--- src/rtl/truth_table_checker_dwell_counter.sv ---
// Dwell counter: counts clock edges spent on the current vector and raises
// 'last' during the final held cycle, which is the cycle on which the DUT
// response is sampled. Wraps back to zero after the last cycle so the next
// vector starts a fresh dwell without any extra clear.
module dwell_counter #(
  parameter int HOLD_CYCLES = 20
) (
  input  logic clk,
  input  logic rst_n,
  input  logic clr,
  input  logic en,
  output logic last
);

  // A single-cycle hold still needs a 1-bit register to stay legal.
  localparam int CW = (HOLD_CYCLES > 1) ? $clog2(HOLD_CYCLES) : 1;
  localparam logic [CW-1:0] LAST_CNT = CW'(HOLD_CYCLES - 1);

  logic [CW-1:0] r_cnt;

  // Strobe is purely a decode of the registered count.
  assign last = (r_cnt == LAST_CNT);

  // Count held cycles; wrap on the sample cycle, hold at zero when cleared.
  always_ff @(posedge clk) begin
    if (!rst_n) begin
      r_cnt <= '0;
    end else if (clr) begin
      r_cnt <= '0;
    end else if (en) begin
      if (last) begin
        r_cnt <= '0;
      end else begin
        r_cnt <= r_cnt + CW'(1);
      end
    end
  end

endmodule

--- config.mk ---
export PLATFORM = sky130hd
export DESIGN_NAME = dwell_counter
export DESIGN_NICKNAME = d
export VERILOG_FILES = /design/src/rtl/truth_table_checker_dwell_counter.sv
export SDC_FILE = /design/constraint.sdc
export NUM_CORES = 1
export LEC_CHECK = 0
export ABC_CLOCK_PERIOD_IN_PS = 1580
export CAP_MARGIN = 20
export CORE_AREA = 2 2 39 41
export DETAILED_ROUTE_END_ITERATION = 16
export DIE_AREA = 0 0 41 43
export PLACE_DENSITY = 0.41
export SYNTH_ARGS = -nofsm -noshare
export SYNTH_HDL_FRONTEND = slang
export SYNTH_SLANG_ARGS = --single-unit
--- constraint.sdc ---
create_clock -name clk -period 1.58 [get_ports clk]
set_input_delay 0.158 -clock clk [delete_from_list [all_inputs] [get_ports clk]]
set_output_delay 0.158 -clock clk [all_outputs]
set_load 0.02 [all_outputs]
# Word-level counts from Yosys, hierarchy flattened
# Cells that the tools add are included.
# classes
add_sub_neg	1
n_eq_ne	1
muxes	1
bitwise_logic	1
n_reduce_logical	1
# op_table
op	n
adder 5 x 1 -> 5 bit (second input constant)	1
equality test 5 bit (second input constant)	1
two-way mux 5 bit	1
OR reduction 2 bit	1
NOT 1 bit	1
# word_totals
reg_bits	5
input_bits	4
output_inout_bits	1
wordCells	6

# Depth between registers and ports, before layout
# Gate-level depths: netlist of run 1.
# logic_depth
depth_word	2
depth_mapped	4
depth_no_buf	4

# Least setup slack after synthesis of run 1
# OpenSTA, ideal clock, no wires.
# synth_timing
path_type	register to register
from	reg r_cnt[0]
to	reg r_cnt[0]
setup_time_ps	120
arrival_time_ps	1148
t_required_ps	1460
setup_slack_ps	312
path_stages_with_launch	5
n_path_buf	0
period_less_slack_ps	1268
path_cell_list	dfxtp_1 > ha_1 > nor4bb_4 > o21ai_0 > nor2b_1
# synth_via
elab_chain_cells	2
# synth_rtl
item	line_no	rtl
start: declaration	19	logic [CW-1:0] r_cnt;
start signal: assignment	34	r_cnt <= r_cnt + CW'(1);
equality test 5 bit	22	assign last = (r_cnt == LAST_CNT);
via last	12	output logic last
two-way mux 5 bit	31	if (last) begin
# The timed path passes the listed nets, and every way through them passes these cells.
# A chain may end at the register's enable or synchronous reset.

# Worst setup path in the final report of run 1
# layout_timing
from	reg r_cnt[0]
to	out last
# layout_via
elab_chain_cells	1
# layout_rtl
item	line_no
equality test 5 bit	22
end: declaration	12
# Every way passes these cells.

==> results.md, run 1 <==
* Final Hold Fails at 0
* Vias in the first global route at 251
* Num rows at 14
* Total of max-cap violations at 0
* Most frequent cell after synthesis: dfxtp_1
* Synth area leaders: dfxtp_1 38%, nor4bb_4 9.5%, nand2b_1 7.1%
* Post-Syn Instances at 27
* Most flops, register: r_cnt
* CTS sink count at 5
* Layout area overhead at 33.6%
* Seq/Total Area, Yosys at 37.9%
* Synth unique cells at 17
* H-tree depth at 1
* Synthesis-stage register bit count at 5
* Number of synthesized flops with an enable pin at 0
* Main combinational cell family by area after synthesis: simple AND/OR/NAND/NOR gates
* Layout cells sized above 1 at between 20% and 30%
* Hold_buf cts at 0
* Total power divided by cell area at 849 nW/µm²
* F_max at 709 MHz
* ANT cells at 0
* I/O Buffers at 4
* Post-synthesis mux area share at 3.79%
* Drt initial violations at 0
* RSZ-0062 raised after global routing: false
* Post-Synth Simple-Gate Area at between 30 and 40%
* Outcome: completed
* Drt total wl at 537 µm
* Pwr Total at 0.000300 W
* Worst min path class: flip-flop to flip-flop
* P_leak at 0.132 nW
* Max Buffers Root-to-Sink at 2
* Top cells by instance count after synthesis: 5 x dfxtp_1, 3 x nand2b_1, 3 x o21ai_0
* Post-Syn Area at 264 µm²
* Slowest stage delay, CP at 0.37 ns
* Die area at 1760 µm²
* Placed Area at around 330 µm²
* Design area at 353 µm²
* Tcrit/Tclk final at slightly below 90%
* Reg clk slew, reported paths at 0.05 ns
* Setup violators final at 0
* Ys async rst share at 0%
* Yosys top cell by area: dfxtp_1
* Clk_lat worst skew at 0.25 ns
* Top cell type's share of synthesized area at 37.9%
* Crit-path cells: ha_1 -> nor4bb_4 -> clkbuf_2
* Fin Setup TNS at 0 ns
* Critical Path AT at 1.25 ns
* Synth Flop Type: dfxtp_1
* Initial antenna violation count at 0
* Clock Tree Root: clkbuf_4
* Startpoint Class: flip-flop
* Warnings, synthesis at 0
* Leading registers by flop count: r_cnt: 5 flops
* Wire per inst at approximately 10 µm
* Post-Syn Area per Cell at about 9.8 µm²
* Worst vdd ir at between 0.2 and 0.25 mV
* Largest register FFs at 5
* Slew HR at 83.6%
* DRC Markers at 0
* Nets at 42
* Total grt overflow at 0
* Gr usage total at under 10%
* Vias per std cell at 4.35
* Synth Area in Compound Gates at 10.9%
* Critical path fanouts, max at 4
* Synth Area in XOR/XNOR at between 3 and 4%
* Postcts setup bufs at 0
* HPWL Detailed at 401 µm
* WP data required at between 1 and 1.5 ns
* Area share of fa/ha/maj cells after synthesis at 4.74%
* Die width at between 40 and 50 µm
* CP max stage cell: dfxtp_1
* Critical path class: flip-flop to output pin
* Mapped Nets at 32
* Final core utilization at 25.5%
* Worst-Margin Slew at 0.246 ns
* # IOs at 5
* Core Area at 1380 µm²
* Vias at 226
* Largest net degree at the start of global routing at 7
* Worst hold slack at 0.511 ns
* Clk_skew at about 0.0042 ns
* Pins over their slew limit at 0
* Initial core utilization at between 10% and 20%
* GPL Wtd Cong at ~0.70
* Die H at 43 µm
* First-pass GRT wire length at 1010 µm
* CTS tree: built
* Min Clock Period, post-route at between 1 and 1.5 ns
* First-pass detailed-route iteration total at 1
* CP Capture Type: output pin
* CTS Buf Count at 3
* Post-route ant nets at 0
report_power, final:
part | internal (W) | switching (W)
logic | 0.0000110 | 0.00000703
clock network | 0.0000957 | 0.0000561
registers | 0.000128 | 0.00000155
total | 0.000235 | 0.0000646
per-layer routing:
layer	share of wire, %	wire (µm)	vias to the layer above	track usage (%)
li1	-	-	113	-
met1	45	241	105	10.3
met2	49	265	6	11.6
met3	2.6	14	2	3.14
met4	2.8	15	0	10.0
met5	0	0	-	0
worst max-delay path, delay by kind of cell, from the launching register on:
kind,cells,cell delay (ns)
simple gates,1,0.22
fa+ha+maj,1,0.20
flops,1,0.37
buf+inv,1,0.21
through the flow:
step / setup slack (ns) / cells
2_1_floorplan: 0.312 / 27
3_3_place_gp: 0.0105 / 48
3_5_place_dp: 0.00342 / 48
4_1_cts: 0.00800 / 52
5_1_grt: 0.0766 / 52
6_report: 0.170 / 52
repair_timing:
item,CTS,global route
gates cloned,0,0
setup endpoints to repair,1,1
gates resized for setup,1,2
pin swaps,0,0
cell usage in the layout, fill, tap and decap left out:
master,Yosys,routed
and4b_1,1,1
ha_1,1,1
and2b_1,1,1
nor4bb_4,1,1
nand2_1,2,2
clkdlybuf4s50_1,0,3
buf_4,0,1
and2b_2,1,1
mux2i_1,1,1
clkbuf_4,0,3
or3_1,1,1
a21oi_1,1,1
o21ai_0,3,3
nand4_1,1,1
xor2_1,1,1
nand2b_1,3,3
nor2b_1,1,1
a21oi_2,1,1
clkbuf_2,0,1
dfxtp_1,5,5
nor2_1,2,2
clkbuf_1,0,1
cells by family after synthesis:
logic type	after synthesis
simple gates	14
compound gates	5
flops	5
xor+xnor	1
mux	1
fa+ha+maj	1
area by class of cell:
cell class                      instances  area (µm²)
Multi-Input combinational cell         22         164
Clock buffer                            4        26.3
Tap cell                               16        20.0
Sequential cell                         5         100
Timing Repair Buffer                    5        42.5
Fill cell                             161        1030
worst paths after layout:
check                                           start                     to  slack [ns]  depth (start not counted)
worst max-delay path            r_cnt[0]$_SDFFE_PP0P_                   last        0.17                          3
worst min-delay path            r_cnt[4]$_SDFFE_PP0P_  r_cnt[4]$_SDFFE_PP0P_        0.51                          2
worst max register to register  r_cnt[0]$_SDFFE_PP0P_  r_cnt[2]$_SDFFE_PP0P_        0.20                          5
worst min register to register  r_cnt[4]$_SDFFE_PP0P_  r_cnt[4]$_SDFFE_PP0P_        0.51                          2
Note: power is estimated with default switching activity, not from simulation.
==> run 2, diff against run 1 <==
--- a/config.mk
+++ b/config.mk
@@ -10,6 +10,7 @@
 export CORE_AREA = 2 2 39 41
 export DETAILED_ROUTE_END_ITERATION = 16
 export DIE_AREA = 0 0 41 43
+export GPL_ROUTABILITY_DRIVEN = 0
 export PLACE_DENSITY = 0.41
 export SYNTH_ARGS = -nofsm -noshare
 export SYNTH_HDL_FRONTEND = slang
==> results of run 2 <==
No change in the layout: final DEF, timing and power equal those of run 1.
